===== src/rtl/adder_out_buffer.sv =====
// adder_out_buffer: result-collection stage behind a fixed-latency pipelined adder.
// A valid delay line tracks which adder cycles carry a real operation. Results leaving
// the adder are captured into a small FIFO with a valid/ready output. A credit check
// (fifo_count + inflight < DEPTH) throttles upstream issue so the FIFO can never overflow.
// Optional feature: define ADDER_OUT_BUFFER_SEQ_EN to add an 8-bit issue tag (out_seq).
module adder_out_buffer #(
  parameter int unsigned WIDTH   = 16,
  parameter int unsigned LATENCY = 4,
  parameter int unsigned DEPTH   = 4
) (
  input  logic             clk,
  input  logic             reset,
  input  logic             in_valid,
  output logic             issue_ready,
  input  logic [WIDTH-1:0] sum_in,
  input  logic             cout_in,
  output logic             out_valid,
  input  logic             out_ready,
  output logic [WIDTH-1:0] out_sum,
  output logic             out_cout,
  output logic             drop_err
`ifdef ADDER_OUT_BUFFER_SEQ_EN
  ,
  output logic [7:0]       out_seq
`endif
);

  localparam int unsigned PW = (DEPTH > 1) ? $clog2(DEPTH) : 1;
  localparam int unsigned CW = PW + 1;
  localparam int unsigned IW = $clog2(LATENCY + 1);
  localparam int unsigned SW = ((CW > IW) ? CW : IW) + 1;

  logic [LATENCY-1:0] vline;
  logic [IW-1:0]      inflight;
  logic [PW-1:0]      wptr;
  logic [PW-1:0]      rptr;
  logic [CW-1:0]      fifo_count;
  logic [WIDTH:0]     mem [DEPTH];
  logic [SW-1:0]      credit_used;
  logic               accept;
  logic               push;
  logic               pop;

  // Credit check and handshake decode.
  always_comb begin
    credit_used = SW'(fifo_count) + SW'(inflight);
    issue_ready = credit_used < SW'(DEPTH);
    accept      = in_valid & issue_ready;
    push        = vline[LATENCY-1];
    out_valid   = fifo_count != '0;
    pop         = out_valid & out_ready;
    out_sum     = out_valid ? mem[rptr][WIDTH-1:0] : '0;
    out_cout    = out_valid ? mem[rptr][WIDTH] : 1'b0;
  end

  // Valid delay line mirrors the adder pipeline; its tail marks a real result on sum_in.
  always_ff @(posedge clk or posedge reset) begin
    if (reset) begin
      vline <= '0;
    end else begin
      for (int i = LATENCY - 1; i > 0; i--) begin
        vline[i] <= vline[i-1];
      end
      vline[0] <= accept;
    end
  end

  // In-flight counter: operations accepted but not yet captured.
  always_ff @(posedge clk or posedge reset) begin
    if (reset) begin
      inflight <= '0;
    end else if (accept && !push) begin
      inflight <= inflight + IW'(1);
    end else if (!accept && push) begin
      inflight <= inflight - IW'(1);
    end
  end

  // FIFO pointers and occupancy; pointers wrap naturally since DEPTH is a power of two.
  always_ff @(posedge clk or posedge reset) begin
    if (reset) begin
      wptr       <= '0;
      rptr       <= '0;
      fifo_count <= '0;
    end else begin
      if (push) wptr <= wptr + PW'(1);
      if (pop)  rptr <= rptr + PW'(1);
      if (push && !pop) begin
        fifo_count <= fifo_count + CW'(1);
      end else if (!push && pop) begin
        fifo_count <= fifo_count - CW'(1);
      end
    end
  end

  // FIFO storage; no reset needed because outputs are gated to zero when empty.
  always_ff @(posedge clk) begin
    if (push) mem[wptr] <= {cout_in, sum_in};
  end

  // Sticky error: an operation was offered while credits were exhausted.
  always_ff @(posedge clk or posedge reset) begin
    if (reset) begin
      drop_err <= 1'b0;
    end else if (in_valid && !issue_ready) begin
      drop_err <= 1'b1;
    end
  end

`ifdef ADDER_OUT_BUFFER_SEQ_EN
  logic [7:0] seq_cnt;
  logic [7:0] tline [LATENCY];
  logic [7:0] tmem  [DEPTH];

  // Issue tag counter and tag delay line travelling alongside the valid line.
  always_ff @(posedge clk or posedge reset) begin
    if (reset) begin
      seq_cnt <= '0;
      for (int i = 0; i < LATENCY; i++) tline[i] <= '0;
    end else begin
      if (accept) seq_cnt <= seq_cnt + 8'd1;
      for (int i = LATENCY - 1; i > 0; i--) begin
        tline[i] <= tline[i-1];
      end
      tline[0] <= seq_cnt;
    end
  end

  // Tag storage written alongside the result.
  always_ff @(posedge clk) begin
    if (push) tmem[wptr] <= tline[LATENCY-1];
  end

  // Head tag, zero when empty.
  always_comb begin
    out_seq = out_valid ? tmem[rptr] : 8'd0;
  end
`endif

endmodule


===== config.mk =====
export PLATFORM = sky130hd
export DESIGN_NAME = adder_out_buffer
export DESIGN_NICKNAME = d
export VERILOG_FILES = /design/src/rtl/adder_out_buffer.sv
export SDC_FILE = /design/constraint.sdc
export NUM_CORES = 1
export LEC_CHECK = 0
export CAP_MARGIN = 0
export CELL_PAD_IN_SITES_DETAIL_PLACEMENT = 1
export CELL_PAD_IN_SITES_GLOBAL_PLACEMENT = 1
export CORE_MARGIN = 1
export CORE_UTILIZATION = 50
export DETAILED_ROUTE_END_ITERATION = 7
export HOLD_SLACK_MARGIN = 0.12
export PLACE_DENSITY_LB_ADDON = 0.25
export SLEW_MARGIN = 20
export SYNTH_ARGS = -nofsm -noshare
export SYNTH_HDL_FRONTEND = slang
export SYNTH_SLANG_ARGS = --single-unit

===== constraint.sdc =====
create_clock -name clk -period 6 [get_ports clk]
set_input_delay 1.2 -clock clk [delete_from_list [all_inputs] [get_ports clk]]
set_output_delay 1.2 -clock clk [all_outputs]
set_load 0.02 [all_outputs]

==> impl_metrics.csv <==
group,metric,value,unit
setup_path,worst_r2r_path_depth,10,
sta,setup_viol,0,
setup_path,path_cells,"mux4_1 > and2_1 > clkdlybuf4s50_1",
setup_path,endpoint_kind,"output pin",
sta,fin_crit_sh,61.2,%
placement,port-buffer-count,40,
clocking,worstSkewPairLatency,350,ps
yosys,yosysTopAreaCell,"edfxtp_1",
finish,design_area,4030,µm²
yosys,synth_flop_cell,"edfxtp_1",
hold_path,hold_path_startpoint,"vline[0]",
finish,register_area,2420,µm²
power,pwr-share-clk,42.3,%
power,leakage,1.39,nW
power,switchingPower,0.203,mW
power,sw_frac_of_total,18.2,%
setup_path,cp.depth,3,
setup_path,path_class,"flip-flop to output pin",
clocking,cts_max_path_buffers,2,
setup_path,critPathMaxFanout,19,
finish,fin_util,63.1,%
finish,fin_nets,242,
yosys,syn_inst,166,
setup_path,worstSetupStartpoint,"rptr[0]",
setup_path,slowest_stage,"dfrtp_2",
power,pwr-share-comb,1.8,%
setup_path,cp-endpoint,"out_sum[6]",
finish,multi_input_area,847,µm²
placement,dp.cells,277,
floorplan,die-area,7010,µm²
drt,wl_per_cell,19.8,µm
yosys,synth_edf_count,68,
sta,slew_headroom,37.5,%
yosys,yosys_warnings,0,
finish,stdcell_count,293,
power,p_per_area,276,nW/µm²
floorplan,start_util,52.3,%
power,seq_power_share,55.9,%
drt,num_vias,1595,
global_route,grt_max_degree,21,
clocking,postCtsHoldBufs,0,
yosys,avgSynthCellArea,20.1,µm²
floorplan,io_pins,41,
run_status,outcome,"completed",
clocking,root_buffer,"clkbuf_8",
yosys,async_flop_share,18.1,%
yosys,ys_seq_area_share,72.4,%
global_route,grt_usage,18.9,%
sta,hold_viol_final,0,
placement,placed_cell_area,3790,µm²
setup_path,critPathTopFamily,"flip-flops",
setup_path,crit_arrival,2470,ps
setup_path,max_stage_delay,740,ps
sta,rsz0062_at_grt,"false",
drt,viasPerCell,5.44,
global_route,grt_overflow,0,
finish,fill_cells,561,
clocking,ctsResizeCount,0,
drt,route.detailed.drc,0,
floorplan,die_height,83.7,µm
sta,fmax,272,MHz
floorplan,die_x,83.7,µm
finish,syn_to_final_growth,20.7,%
placement,routabilityCongestion,0.727,
yosys,synth_top_area_share,61.1,%
floorplan,coreArea,6390,µm²
sta,max_slew.worst_pin.slew,938,ps
sta,fin_setup_tns,0,ps
drt,ant_nets,0,
drt,routed_wl,5810,µm
global_route,grt_pass1_wl,9520,µm
yosys,ys_types,23,
job,maxCapViolations,0,
drt,drt_iter0_markers,66,
power,power,1.11,mW
yosys,synth_area_leaders,"edfxtp_1 (61%), dfrtp_1 (11%), mux4_1 (7.1%), mux4_2 (5.4%), and2_1 (4.1%)",
setup_path,critPathRequiredTime,4800,ps
clocking,h-tree-depth,3,
sta,post-route-min-period,3670,ps
floorplan,row_count,29,
yosys,syn_area,3340,µm²
sta,fin_hold_ws,352,ps
drt,firstDrtPassIters,4,
sta,skew,9.11,ps
sta,finalMaxSlewViolations,0,
clocking,cts_sinks,83,
clocking,clk_pin_slew,70,ps
clocking,cts_made_buffers,9,
clocking,cts_tree,"done",
finish,n_antenna_cell,0,
setup_path,worst-path-buf-inv,1,
yosys,synth_seq_cells,83,
yosys,synth_fp_nets,197,
global_route,grt_pass1_vias,1841,
placement,place_ws,2280,ps
power,p_int,0.911,mW
setup_path,cp-start-kind,"flip-flop",
finish,drive_gt1_share,12.0,%
placement,hpwl,3720,µm
setup_path,r2r-end,"inflight[2]",
global_route,antenna_found_initial,0,
clocking,post-cts-setup-buffers,0,
hold_path,min_path_type,"flip-flop to flip-flop",
setup_path,r2r_setup_slack,3310,ps
power,ir_drop,0.206,mV
sta,worst_slack,2330,ps
setup_path,r2r-start,"fifo_count[1]",
==> worst register-to-register path: cells and delay by family (launching register included) <==
family / cells / cell delay [ps]
xor+xnor: 2 / 320
buf+inv: 1 / 60
fa+ha+maj: 3 / 910
simple gates: 4 / 890
flops: 1 / 440
==> cell usage in the layout (no fill, tap or decap), types with 2 or more instances in the layout <==
cell type	Yosys	layout
inv_1	7	7
clkbuf_8	0	9
ha_1	8	8
mux4_2	8	8
dfrtp_1	15	14
and2_1	22	22
xor2_1	5	5
nor2_1	2	2
clkinvlp_4	0	2
mux4_1	9	9
clkdlybuf4s50_1	0	40
fa_1	2	2
edfxtp_1	68	68
nand2_1	2	2
xnor2_1	4	4
bufinv_16	0	3
mux2_2	2	2
==> routing by layer <==
metal	GRT usage (%)	wire (µm)
met1	22.0	2400
met2	33.3	3150
met3	5.14	165
met4	7.40	93
met5	0	0
==> power groups by stage <==
stage	clock network [mW]	logic (mW)	registers, mW
2_1_floorplan	0	0.00167	0.636
3_3_place_gp	0	0.0186	0.635
3_5_place_dp	0	0.0200	0.635
4_1_cts	0.483	0.0201	0.622
5_1_grt	0.503	0.0215	0.622
6_report	0.472	0.0199	0.622
==> kinds of logic (layout without fill, tap and decap cells) <==
| group | count (synthesis) | count (layout) | share of synthesized area [%] |
|---|---|---|---|
| flops | 83 | 83 | 72.4 |
| simple gates | 30 | 30 | 5.28 |
| mux | 19 | 19 | 13.2 |
| buf+inv | 13 | 63 | 2.25 |
| fa+ha+maj | 10 | 10 | 4.20 |
| xor+xnor | 9 | 9 | 2.36 |
| compound gates | 2 | 2 | 0.375 |
==> worst min-delay path by stage <==
| stage | slack [ps] | cells past startpoint | to |
|---|---|---|---|
| floorplan | 330 | 0 | vline[1] |
| finish | 350 | 0 | vline[1] |
| global placement | 330 | 0 | vline[1] |
| CTS | 360 | 0 | vline[2] |
| global route | 360 | 0 | vline[2] |
| detailed placement | 340 | 0 | vline[3] |
==> sequential cells by signal, indices dropped and copies added, names as in the netlist <==
name / cells
rptr: 2
vline: 4
wptr: 2
mem: 68
fifo_count: 3
drop_err: 1
inflight: 3
==> cells in the mapped netlist, types with 4 or more instances <==
cell	instances
dfrtp_1	15
inv_1	7
ha_1	8
xor2_1	5
edfxtp_1	68
mux4_1	9
xnor2_1	4
mux4_2	8
and2_1	22
==> layout make-up <==
class | count | area share [%]
clock inverters | 6 | 2.83
multi-input cells | 70 | 21.0
flip-flops and latches | 83 | 60.0
inverters | 7 | 0.652
repair buffers | 40 | 9.93
well taps | 77 | 2.39
clock buffers | 10 | 3.17
(Power assumes the default switching activity.)
==> edit: new RTL, same flow settings <==
Set the parameter `DEPTH` to 8 (it was 4).
--- a/src/rtl/adder_out_buffer.sv
+++ b/src/rtl/adder_out_buffer.sv
@@ -6,7 +6,7 @@
 module adder_out_buffer #(
   parameter int unsigned WIDTH   = 16,
   parameter int unsigned LATENCY = 4,
-  parameter int unsigned DEPTH   = 4
+  parameter int unsigned DEPTH   = 8
 ) (
   input  logic             clk,
   input  logic             reset,
Function: changed (Yosys sat finds a counterexample within 10 cycles, from zero or initial values and one cycle with reset high).
==> edit against the original RTL <==
- the run now ends with design-rule violations left
- area after synthesis up 81%
- final area up 80%
- maximum frequency down 14%
- routed wire length up 110%
- count of clock-buffer cells in the layout up 10
- sequential cell count up 71
- total power rose to 3.5 times the old value
- setup slack worse by 0.60 ns
- critical path type unchanged
- critical endpoint is now out_sum[15]
==> edit: results (changes against the original RTL) <==
Post-synth EDFFs=136 (+100%); clock share of power=28.8% (-13 points); total power=3.904 mW (+250%); final wirelength=12.10 mm (+110%); non-filler cells, final=497 (+70%); vias per cell=5.759 (+5.8%); routability cong.=0.7141 (-1.8%); Placed Instance Area=0.006631 mm² (+75%); Slew headroom=40.74% (+3.3 points); clk_skew=0.01574 ns (+0.006629 ns); Inserted Clock Buffers=17 (+8); post-synthesis adder-cell area fraction=2.314% (-1.9 points); synth cell count leaders=edfxtp_1, mux4_2, dfrtp_1; DR DRC count=1 (+1); share of layout cells above drive strength 1=22.60% (+11 points); P_leak=2.446 nW (+76%); Peak VDD IR=277.6 µV (+35%); multiplexer area fraction after synthesis=13.55% (+0.40 points); status=complete, but fails checks; Initial DRC Count=282 (+330%); violated checks=design-rule violations; compound-gate portion of the synthesized area=3.532% (+3.2 points); CP Data Arrival Time=3.07 ns (+0.60 ns); H-tree level count=4 (+1); pin count of the biggest net entering global routing=22 (+4.8%); part of the Yosys area used for sequential elements=74.86% (+2.5 points); internal reg-to-reg setup slack=3.15 ns (-0.16 ns); HPWL after DPL=6.856 mm (+84%); dpl ws=2.101 ns (-0.1827 ns); biggest regs=mem: 136 flops, fifo_count: 4 flops, vline: 4 flops; placed cells=466 (+68%); comb pwr=1.29 mW (+6400%)
## edit: cell types whose count changed after synthesis, sizes merged, moves of 4 or more
| cell | delta |
|---|---|
| nor2 | +5 |
| and2 | -20 |
| mux4 | +17 |
| buf | +5 |
| nand2 | +4 |
| a22o | +17 |
| edfxtp | +68 |
## edit: critical path, cell delays in order (launching register included)
cell and delay, ns:
dfrtp_2 0.83, buf_4 0.43, mux4_2 0.55, a22o_1 0.27
clkdlybuf4s50_1 0.55
## edit: per-layer routing
layer	up-vias	wire length, µm	GRT usage (%)
met5	-	0	0
li1	1282	-	-
met4	0	134	9.422
met1	1491	5079	28.10
met3	11	629	5.778
met2	78	6261	34.87
## edit: final cells by class
type                    count  area, µm²
inverters                   5      18.77
flip-flops and latches    154       4536
fillers                   985       4369
clock buffers              20      436.7
well taps                 143      178.9
multi-input cells         113       1415
repair buffers             51      483.0
clock inverters            11      176.4
